===== src/rtl/mult_div_unit_if.sv =====
// Operand/result bundle between the execute stage and the multiply/divide unit.
interface mult_div_unit_if #(
    parameter int WIDTH = 32
);
    logic             start;
    logic [2:0]       MDOperation;
    logic [WIDTH-1:0] A;
    logic [WIDTH-1:0] B;
    logic             busy;
    logic             done;
    logic [WIDTH-1:0] HI;
    logic [WIDTH-1:0] LO;

    modport master (
        output start, MDOperation, A, B,
        input  busy, done, HI, LO
    );

    modport slave (
        input  start, MDOperation, A, B,
        output busy, done, HI, LO
    );
endinterface


===== src/rtl/mult_div_unit.sv =====
// Iterative shift-add multiplier / restoring divider owning the HI/LO registers.
// Operands are latched as magnitudes; signs are applied once in the FIX cycle.
module mult_div_unit #(
    parameter int WIDTH = 32
) (
    input  logic           clk,
    input  logic           reset,
    mult_div_unit_if.slave bus
);
    localparam int CW = $clog2(WIDTH);
    localparam logic [CW-1:0] LAST = CW'(WIDTH - 1);

    localparam logic [2:0] OP_MULT  = 3'b001;
    localparam logic [2:0] OP_MULTU = 3'b010;
    localparam logic [2:0] OP_DIV   = 3'b011;
    localparam logic [2:0] OP_DIVU  = 3'b100;
    localparam logic [2:0] OP_MTHI  = 3'b101;
    localparam logic [2:0] OP_MTLO  = 3'b110;

    typedef enum logic [1:0] {IDLE, RUN, FIX} state_t;

    state_t             state;
    logic [CW-1:0]      count;
    logic               isdiv;
    logic               negres;
    logic               negrem;
    logic               divzero;
    logic [WIDTH-1:0]   origa;
    logic [WIDTH-1:0]   opb;
    logic [2*WIDTH-1:0] acc;
    logic               busyreg;
    logic               donereg;
    logic [WIDTH-1:0]   hireg;
    logic [WIDTH-1:0]   loreg;

    logic               signedop;
    logic [WIDTH-1:0]   absa;
    logic [WIDTH-1:0]   absb;
    logic [WIDTH:0]     addsum;
    logic [WIDTH:0]     shifted;
    logic               fits;
    logic [WIDTH-1:0]   diff;
    logic [2*WIDTH-1:0] prodfix;
    logic [WIDTH-1:0]   quofix;
    logic [WIDTH-1:0]   remfix;

    // acc holds {partial product, multiplier} for multiply and {remainder, quotient} for divide.
    always_comb begin
        signedop = (bus.MDOperation == OP_MULT) || (bus.MDOperation == OP_DIV);
        absa     = (signedop && bus.A[WIDTH-1]) ? -bus.A : bus.A;
        absb     = (signedop && bus.B[WIDTH-1]) ? -bus.B : bus.B;
        addsum   = {1'b0, acc[2*WIDTH-1:WIDTH]} + {1'b0, opb};
        shifted  = {acc[2*WIDTH-1:WIDTH], acc[WIDTH-1]};
        fits     = shifted >= {1'b0, opb};
        diff     = shifted[WIDTH-1:0] - opb;
        prodfix  = negres ? -acc : acc;
        quofix   = negres ? -acc[WIDTH-1:0] : acc[WIDTH-1:0];
        remfix   = negrem ? -acc[2*WIDTH-1:WIDTH] : acc[2*WIDTH-1:WIDTH];
    end

    always_ff @(posedge clk) begin
        if (!reset) begin
            state   <= IDLE;
            count   <= '0;
            isdiv   <= 1'b0;
            negres  <= 1'b0;
            negrem  <= 1'b0;
            divzero <= 1'b0;
            origa   <= '0;
            opb     <= '0;
            acc     <= '0;
            busyreg <= 1'b0;
            donereg <= 1'b0;
            hireg   <= '0;
            loreg   <= '0;
        end else begin
            donereg <= 1'b0;
            case (state)
                IDLE: begin
                    if (bus.start) begin
                        case (bus.MDOperation)
                            OP_MULT, OP_MULTU: begin
                                isdiv   <= 1'b0;
                                negres  <= signedop && (bus.A[WIDTH-1] ^ bus.B[WIDTH-1]);
                                negrem  <= 1'b0;
                                divzero <= 1'b0;
                                origa   <= bus.A;
                                opb     <= absa;
                                acc     <= {{WIDTH{1'b0}}, absb};
                                count   <= '0;
                                busyreg <= 1'b1;
                                state   <= RUN;
                            end
                            OP_DIV, OP_DIVU: begin
                                isdiv   <= 1'b1;
                                negres  <= signedop && (bus.A[WIDTH-1] ^ bus.B[WIDTH-1]);
                                negrem  <= signedop && bus.A[WIDTH-1];
                                divzero <= (bus.B == '0);
                                origa   <= bus.A;
                                opb     <= absb;
                                acc     <= {{WIDTH{1'b0}}, absa};
                                count   <= '0;
                                busyreg <= 1'b1;
                                state   <= RUN;
                            end
                            OP_MTHI: hireg <= bus.A;
                            OP_MTLO: loreg <= bus.A;
                            default: ;
                        endcase
                    end
                end
                RUN: begin
                    count <= count + 1'b1;
                    if (isdiv) begin
                        if (fits)
                            acc <= {diff, acc[WIDTH-2:0], 1'b1};
                        else
                            acc <= {shifted[WIDTH-1:0], acc[WIDTH-2:0], 1'b0};
                    end else begin
                        if (acc[0])
                            acc <= {addsum, acc[WIDTH-1:1]};
                        else
                            acc <= {1'b0, acc[2*WIDTH-1:WIDTH], acc[WIDTH-1:1]};
                    end
                    if (count == LAST)
                        state <= FIX;
                end
                FIX: begin
                    // Divide by zero reports the raw dividend, bypassing sign correction.
                    if (isdiv) begin
                        if (divzero) begin
                            loreg <= '1;
                            hireg <= origa;
                        end else begin
                            loreg <= quofix;
                            hireg <= remfix;
                        end
                    end else begin
                        hireg <= prodfix[2*WIDTH-1:WIDTH];
                        loreg <= prodfix[WIDTH-1:0];
                    end
                    busyreg <= 1'b0;
                    donereg <= 1'b1;
                    state   <= IDLE;
                end
                default: state <= IDLE;
            endcase
        end
    end

    assign bus.busy = busyreg;
    assign bus.done = donereg;
    assign bus.HI   = hireg;
    assign bus.LO   = loreg;
endmodule

===== src/flat_wrapper.sv =====
// flat-port wrapper written by rule: the top's interface ports become plain ports
module mult_div_unit_flat 
#(
    parameter int WIDTH = 32
)
  (clk, reset, bus_start, bus_MDOperation, bus_A, bus_B, bus_busy, bus_done, bus_HI, bus_LO);
  mult_div_unit_if #(.WIDTH(WIDTH)) bus_i ();
  input  logic clk;
  input  logic reset;
  input wire logic [$bits(bus_i.start)-1:0] bus_start;
  input wire logic [$bits(bus_i.MDOperation)-1:0] bus_MDOperation;
  input wire logic [$bits(bus_i.A)-1:0] bus_A;
  input wire logic [$bits(bus_i.B)-1:0] bus_B;
  output wire logic [$bits(bus_i.busy)-1:0] bus_busy;
  output wire logic [$bits(bus_i.done)-1:0] bus_done;
  output wire logic [$bits(bus_i.HI)-1:0] bus_HI;
  output wire logic [$bits(bus_i.LO)-1:0] bus_LO;
  assign bus_i.start = bus_start;
  assign bus_i.MDOperation = bus_MDOperation;
  assign bus_i.A = bus_A;
  assign bus_i.B = bus_B;
  assign bus_busy = bus_i.busy;
  assign bus_done = bus_i.done;
  assign bus_HI = bus_i.HI;
  assign bus_LO = bus_i.LO;
  mult_div_unit #(.WIDTH(WIDTH)) u_core (.clk(clk), .reset(reset), .bus(bus_i));
endmodule

===== config.mk =====
export PLATFORM = sky130hd
export DESIGN_NAME = mult_div_unit_flat
export DESIGN_NICKNAME = d
export VERILOG_FILES = /design/src/rtl/mult_div_unit_if.sv /design/src/rtl/mult_div_unit.sv /design/src/flat_wrapper.sv
export SDC_FILE = /design/constraint.sdc
export NUM_CORES = 1
export LEC_CHECK = 0
export CAP_MARGIN = 30
export CORE_MARGIN = 1
export CORE_UTILIZATION = 45
export CTS_CLUSTER_DIAMETER = 200
export DETAILED_ROUTE_END_ITERATION = 8
export GPL_TIMING_DRIVEN = 1
export SLEW_MARGIN = 20
export SYNTH_ARGS = -nofsm -noshare
export SYNTH_HDL_FRONTEND = slang
export SYNTH_SLANG_ARGS = --single-unit

===== constraint.sdc =====
create_clock -name clk -period 4.8 [get_ports clk]
set_input_delay 0.96 -clock clk [delete_from_list [all_inputs] [get_ports clk]]
set_output_delay 0.96 -clock clk [all_outputs]
set_load 0.03 [all_outputs]

Word-level counts from Yosys, hierarchy flattened
Index checks and enable logic that the tools add are counted.
{"block": "op_classes", "addsub": 8, "order_cmp": 1, "eq_ne": 15, "mux": 36, "n_bitwise": 1, "reduce_logical": 20}
{"op": "2-to-1 mux 32 bit", "n": 12}
{"op": "2-to-1 mux 64 bit", "n": 5}
{"op": "one-hot mux 64 bit (2 select lines)", "n": 2}
{"op": "one-hot mux 32 bit (2 select lines)", "n": 3}
{"op": "negator 32 bit", "n": 4}
{"op": "negator 64 bit", "n": 1}
{"op": "adder 32 x 32 -> 33 bit", "n": 1}
{"op": "greater-or-equal comparator 33 x 32 -> 1 bit", "n": 1}
{"op": "logical NOT 32 bit", "n": 1}
{"op": "subtractor 32 bit", "n": 1}
{"op": "AND reduction 3 bit", "n": 8}
{"op": "2-to-1 mux 5 bit", "n": 2}
{"op": "one-hot mux 5 bit (2 select lines)", "n": 1}
{"op": "equality test 3 bit, second input constant", "n": 3}
{"op": "!= test 2 bit, second input constant", "n": 4}
{"op": "one-hot mux 1 bit (2 select lines)", "n": 4}
{"op": "equality test 3 x 2 -> 1 bit, second input constant", "n": 2}
{"op": "2-to-1 mux 2 bit", "n": 3}
{"op": "nonzero test 2 bit", "n": 3}
{"op": "adder 5 x 1 -> 5 bit, second input constant", "n": 1}
{"op": "equality test 5 bit, second input constant", "n": 1}
{"op": "one-hot mux 2 bit (2 select lines)", "n": 1}
{"op": "OR reduction 2 bit", "n": 2}
{"op": "OR reduction 4 bit", "n": 1}
{"op": "other kinds (10)", "n": 14}
{"block": "word_totals", "ff_bits": 205, "out_inout_bits": 66, "wordCells": 94}

Longest topological paths before layout
{"block": "logic_depth", "ltp_word": 7, "ltp_mapped": 14, "depth_no_buf": 13}

Worst setup path before layout
No wires, ideal clock.
{"block": "synth_timing", "kind": "in2reg", "startpoint": "input port bus_A[2]", "endpoint": "register u_core.acc[26]", "setup_time_ns": 0.120, "arrival_ns": 3.461, "required_ns": 4.680, "setup_slack_ns": 1.219, "stages": 10, "path_buffers": 1, "path_cell_list": "buf_2 -> or4_4 -> nor4_1 -> nand2_1 -> o31a_1 -> o21bai_1 -> xnor2_1 -> nor3_1 -> a211oi_1 -> nor2_1"}
{"block": "synth_between", "elab_chain_cells": 5}
{"item": "start: declaration", "line_no": "flat_wrapper.sv:12", "rtl": "input wire logic [$bits(bus_i.A)-1:0] bus_A;"}
{"item": "negator 32 bit", "line_no": "mult_div_unit.sv:50", "rtl": "absa = (signedop && bus.A[WIDTH-1]) ? -bus.A : bus.A;"}
{"item": "2-to-1 mux 32 bit", "line_no": "mult_div_unit.sv:50"}
{"item": "one-hot mux 64 bit (2 select lines)", "line_no": "mult_div_unit.sv:81", "rtl": "case (bus.MDOperation)"}
{"item": "2-to-1 mux 64 bit", "line_no": "mult_div_unit.sv:80", "rtl": "if (bus.start) begin"}
{"item": "one-hot mux 64 bit (2 select lines)", "line_no": "mult_div_unit.sv:78", "rtl": "case (state)"}
{"item": "end signal: assignment", "line_no": "mult_div_unit.sv:89", "rtl": "acc <= {{WIDTH{1'b0}}, absb};"}
{"item": "end signal: assignment", "line_no": "mult_div_unit.sv:101", "rtl": "acc <= {{WIDTH{1'b0}}, absa};"}
{"item": "end signal: assignment", "line_no": "mult_div_unit.sv:116", "rtl": "acc <= {diff, acc[WIDTH-2:0], 1'b1};"}
{"item": "end: declaration", "line_no": "mult_div_unit.sv:30", "rtl": "logic [2*WIDTH-1:0] acc;"}
Every way passes these cells. The select of a mux whose other input is x is not followed.
A chain may end at the register's enable or synchronous reset.

Worst setup path in the final report
{"block": "layout_timing", "startpoint": "register u_core.acc[3]", "endpoint": "register u_core.hireg[2], in the netlist u_core.bus.HI[2]"}
{"block": "layout_between", "elab_chain_cells": 4}
{"item": "negator 64 bit", "line_no": "mult_div_unit.sv:56", "rtl": "prodfix = negres ? -acc : acc;"}
{"item": "2-to-1 mux 64 bit", "line_no": "mult_div_unit.sv:56"}
{"item": "2-to-1 mux 32 bit", "line_no": "mult_div_unit.sv:130", "rtl": "if (isdiv) begin"}
{"item": "one-hot mux 32 bit (2 select lines)", "line_no": "mult_div_unit.sv:78"}
{"item": "end signal: assignment", "line_no": "mult_div_unit.sv:133", "rtl": "hireg <= origa;"}
{"item": "end signal: assignment", "line_no": "mult_div_unit.sv:136", "rtl": "hireg <= remfix;"}
{"item": "end signal: assignment", "line_no": "mult_div_unit.sv:139", "rtl": "hireg <= prodfix[2*WIDTH-1:WIDTH];"}
{"item": "end: declaration", "line_no": "mult_div_unit.sv:33", "rtl": "logic [WIDTH-1:0] hireg;"}
Every way passes these cells.

==> flow_summary.toml <==
[routing]
first_pass_iters = 6
drt_iter0_drc = 2246
wire_per_inst_um = 24.5
vias_per_cell = 6.41
remaining_drc_errors = 0
drt-total-wl_um = 72000
ant_nets = 0
via_count = 18900

[sta]
tightest_slew_ns = 0.985
rsz0062_at_grt = "no"
slew_headroom_pct = 34.4
post-route-min-period_ns = 3.86
fmax_mhz = 259
fin_skew_ns = 0.0188
slew_violations = 0
finalSetupViolations = 0
period_share_pct = 80.4
finalHoldViolations = 0
fin_setup_tns_ns = 0

[placed_design]
place.gp.congestion = 1.01
place.detailed.hpwl_um = 52800
port_buffers = 135

[power_and_ir_drop]
p_clk_share_pct = 36.2
combPwrFrac_pct = 32.5
cellPowerDensity_nw_per_um2 = 312
power.internal_uw = 3950
p_switching_uw = 2310
p_sw_share_pct = 36.9
total_power_uw = 6270
power_leakage_uw = 0.00769
ir_worst_vdd_v = 0.000283
sequentialPowerShare_pct = 31.3

[critical_path]
cp-startpoint = "u_core.acc[3]"
worstSetupStartpointType = "flip-flop"
r2r_start = "u_core.acc[3]"
arrival_ns = 4.29
worst_ep_required_time_ns = 5.23
rrSetupSlack_ns = 0.94
reg2reg_depth = 9
critPathCaptureType = "flip-flop"
worstSetupPathType = "flip-flop to flip-flop"
path_max_fanout = 8

[layout]
final_layout_size_suffix_gt1_share_pct = 7.64
fill_cells = 3698
area_delta_synth_final_pct = 17.1
layout.nets = 2555
n_antenna_cell = 0

[die]
start_util_pct = 45.7
die_area_um2 = 38900
die_x_um = 197
pin_count = 136
core.rowCount = 71
core_um2 = 37600
dieHeight_um = 197

[synth]
syn_area_um2 = 17200
async_flop_share_pct = 0
syn_nets = 2503
ys_warn_count = 0
synth_cell_types = 84
synth_edf_count = 0
synthCells = 2361
synth_seq_cells = 205
yosysSeqAreaShare_pct = 23.9
synthFlopType = "dfxtp_1"
syn_avg_cell_area_um2 = 7.27

[clocking]
post_cts_buffers = 0
root_buffer = "clkbuf_16"
cts_resized = 0
numCtsBuffers = 27
clk_pin_slew_ns = 0.07
cts_tree = "yes"
cts_hold_buf = 0
cts_sinks = 205
insertion_delay_ns = 0.58
htreeDepth = 1
clk_path_buf_depth = 3

[run_status]
outcome = "finished clean"

[global_routing]
antenna_found_initial = 1
grt_remaining_overflow = 0
grt_util_all_layers_pct = 36.4
grt_max_degree = 77
grt_pass1_wl_um = 108000
grt_pass1_vias = 17600

[worst_hold_path]
min_from = "u_core.origa[30]"
holdPathStages = 2
min-delay-path-class = "flip-flop to flip-flop"

[flow_run]
max_cap_violations = 0
-- worst max-delay path, cell delays in order (launching register included) --
cell	delay, ns
dfxtp_1	0.41
or4_1	0.63
nor4_1	0.56
nand2_1	0.30
nor4_1	0.81
a21oi_1	0.15
a21oi_1	0.14
nor3_1	0.05
a2111oi_0	0.55
nor2_1	0.10
-- cells by family (layout without fill, tap and decap cells) --
kind of cell | Yosys count | after routing | share of synthesized area (%)
buf+inv | 270 | 342 | 6.07
fa+ha+maj | 72 | 72 | 5.34
mux | 98 | 98 | 5.75
xor+xnor | 163 | 163 | 8.32
flops | 205 | 205 | 23.9
simple gates | 774 | 774 | 21.2
compound gates | 779 | 779 | 29.4
-- synth_stat cells, drive strengths merged, types with 14 or more instances --
master	instances	share of area [%]
buf	32	0.83
inv	68	1.5
a21o	39	1.7
nor3	55	1.6
nand2b	21	0.77
clkbuf	170	3.7
a31oi	37	1.3
o22ai	18	0.66
nor2b	19	0.69
o21a	17	0.74
nor2	178	3.9
ha	70	5.1
o21ai	140	4.1
and3	25	0.91
mux2i	94	5.5
o211ai	41	1.8
o31ai	30	1.3
a22o	14	0.71
or4	19	0.94
xor2	83	4.2
nand3	47	1.4
xnor2	80	4.1
a211oi	45	2.0
a221oi	36	1.8
nand2	300	6.6
a311oi	16	0.82
and2	17	0.62
a21oi	241	7.0
nor4	20	0.85
dfxtp	205	24
nand4	16	0.58
or3	26	1.0
-- cells in the final DEF (no fill, tap or decap), types with 14 or more instances in the layout --
master             n
and2_1            15
nor2b_1           17
o21a_1            16
clkbuf_16         28
dfxtp_1          203
or3_1             23
a21oi_1          239
nand4_1           16
ha_1              70
nand3_1           47
or4_1             14
nor2_1           176
clkdlybuf4s50_1  135
mux2i_1           94
nand2b_1          20
xnor2_1           80
xor2_1            83
a22o_1            14
a221oi_1          36
o211ai_1          41
a31oi_1           37
a311oi_1          16
and3_1            25
nor3_1            53
nand2_1          300
inv_1             67
o22ai_1           18
buf_4             89
nor4_1            18
a21o_1            39
o31ai_1           29
a211oi_1          44
o21ai_0          138
-- sequential cells by signal, indices dropped and copies added, names as in the netlist --
name and count:
u_core.bus.LO 32, u_core.origa 32, u_core.count 5, u_core.divzero 1
u_core.bus.busy 1, u_core.opb 32, u_core.state 2, u_core.isdiv 1
u_core.negres 1, u_core.bus.done 1, u_core.acc 64, u_core.bus.HI 32
u_core.negrem 1
-- power by group through the flow --
| stage | Combinational, µW | Sequential [µW] | Clock (µW) |
|---|---|---|---|
| after floorplan | 1360 | 1920 | 0 |
| after global placement | 1970 | 1980 | 0 |
| after detailed placement | 1980 | 1990 | 0 |
| after CTS | 2000 | 1950 | 2300 |
| after global routing | 2200 | 1960 | 2350 |
| final | 2040 | 1960 | 2270 |
-- path summary, 6_finish.rpt --
check	endpoint
worst max-delay path	u_core.bus.HI[2]
worst min-delay path	u_core.origa[30]
worst max register to register	u_core.bus.HI[2]
worst min register to register	u_core.origa[30]
-- stage by stage --
step / std cells / setup slack (ns) / hold WS [ns] / area (µm²) / util, %
6_report: 2944 / 0.940 / 0.454 / 20100 / 53.5
5_1_grt: 2944 / 0.704 / 0.465 / 20100 / 53.5
4_1_cts: 2943 / 1.11 / 0.454 / 20100 / 53.4
3_5_place_dp: 2894 / 0.730 / 0.446 / 19100 / 50.8
3_3_place_gp: 2894 / 0.737 / 0.440 / 19100 / 50.8
2_1_floorplan: 2361 / 1.22 / 0.431 / 17200 / -
-- per-layer routing --
layer  part of all wire, %  track usage, %  up-vias
met3                   9.7            7.38      195
met1                    41            47.6     9020
met4                   5.7            18.8        0
met5                     0               0        -
li1                      -               -     8685
met2                    44            56.6      961
-- layout make-up --
type	count	area, µm²	share of cell area (%)
Multi-Input combinational cell	1886	12100	60.0
Sequential cell	205	4110	20.5
Timing Repair Buffer	225	2040	10.2
Clock buffer	36	771	3.84
Tap cell	511	639	3.18
Inverter	68	258	1.28
Clock inverter	13	213	1.06
Power figures use the tool's default switching activity.
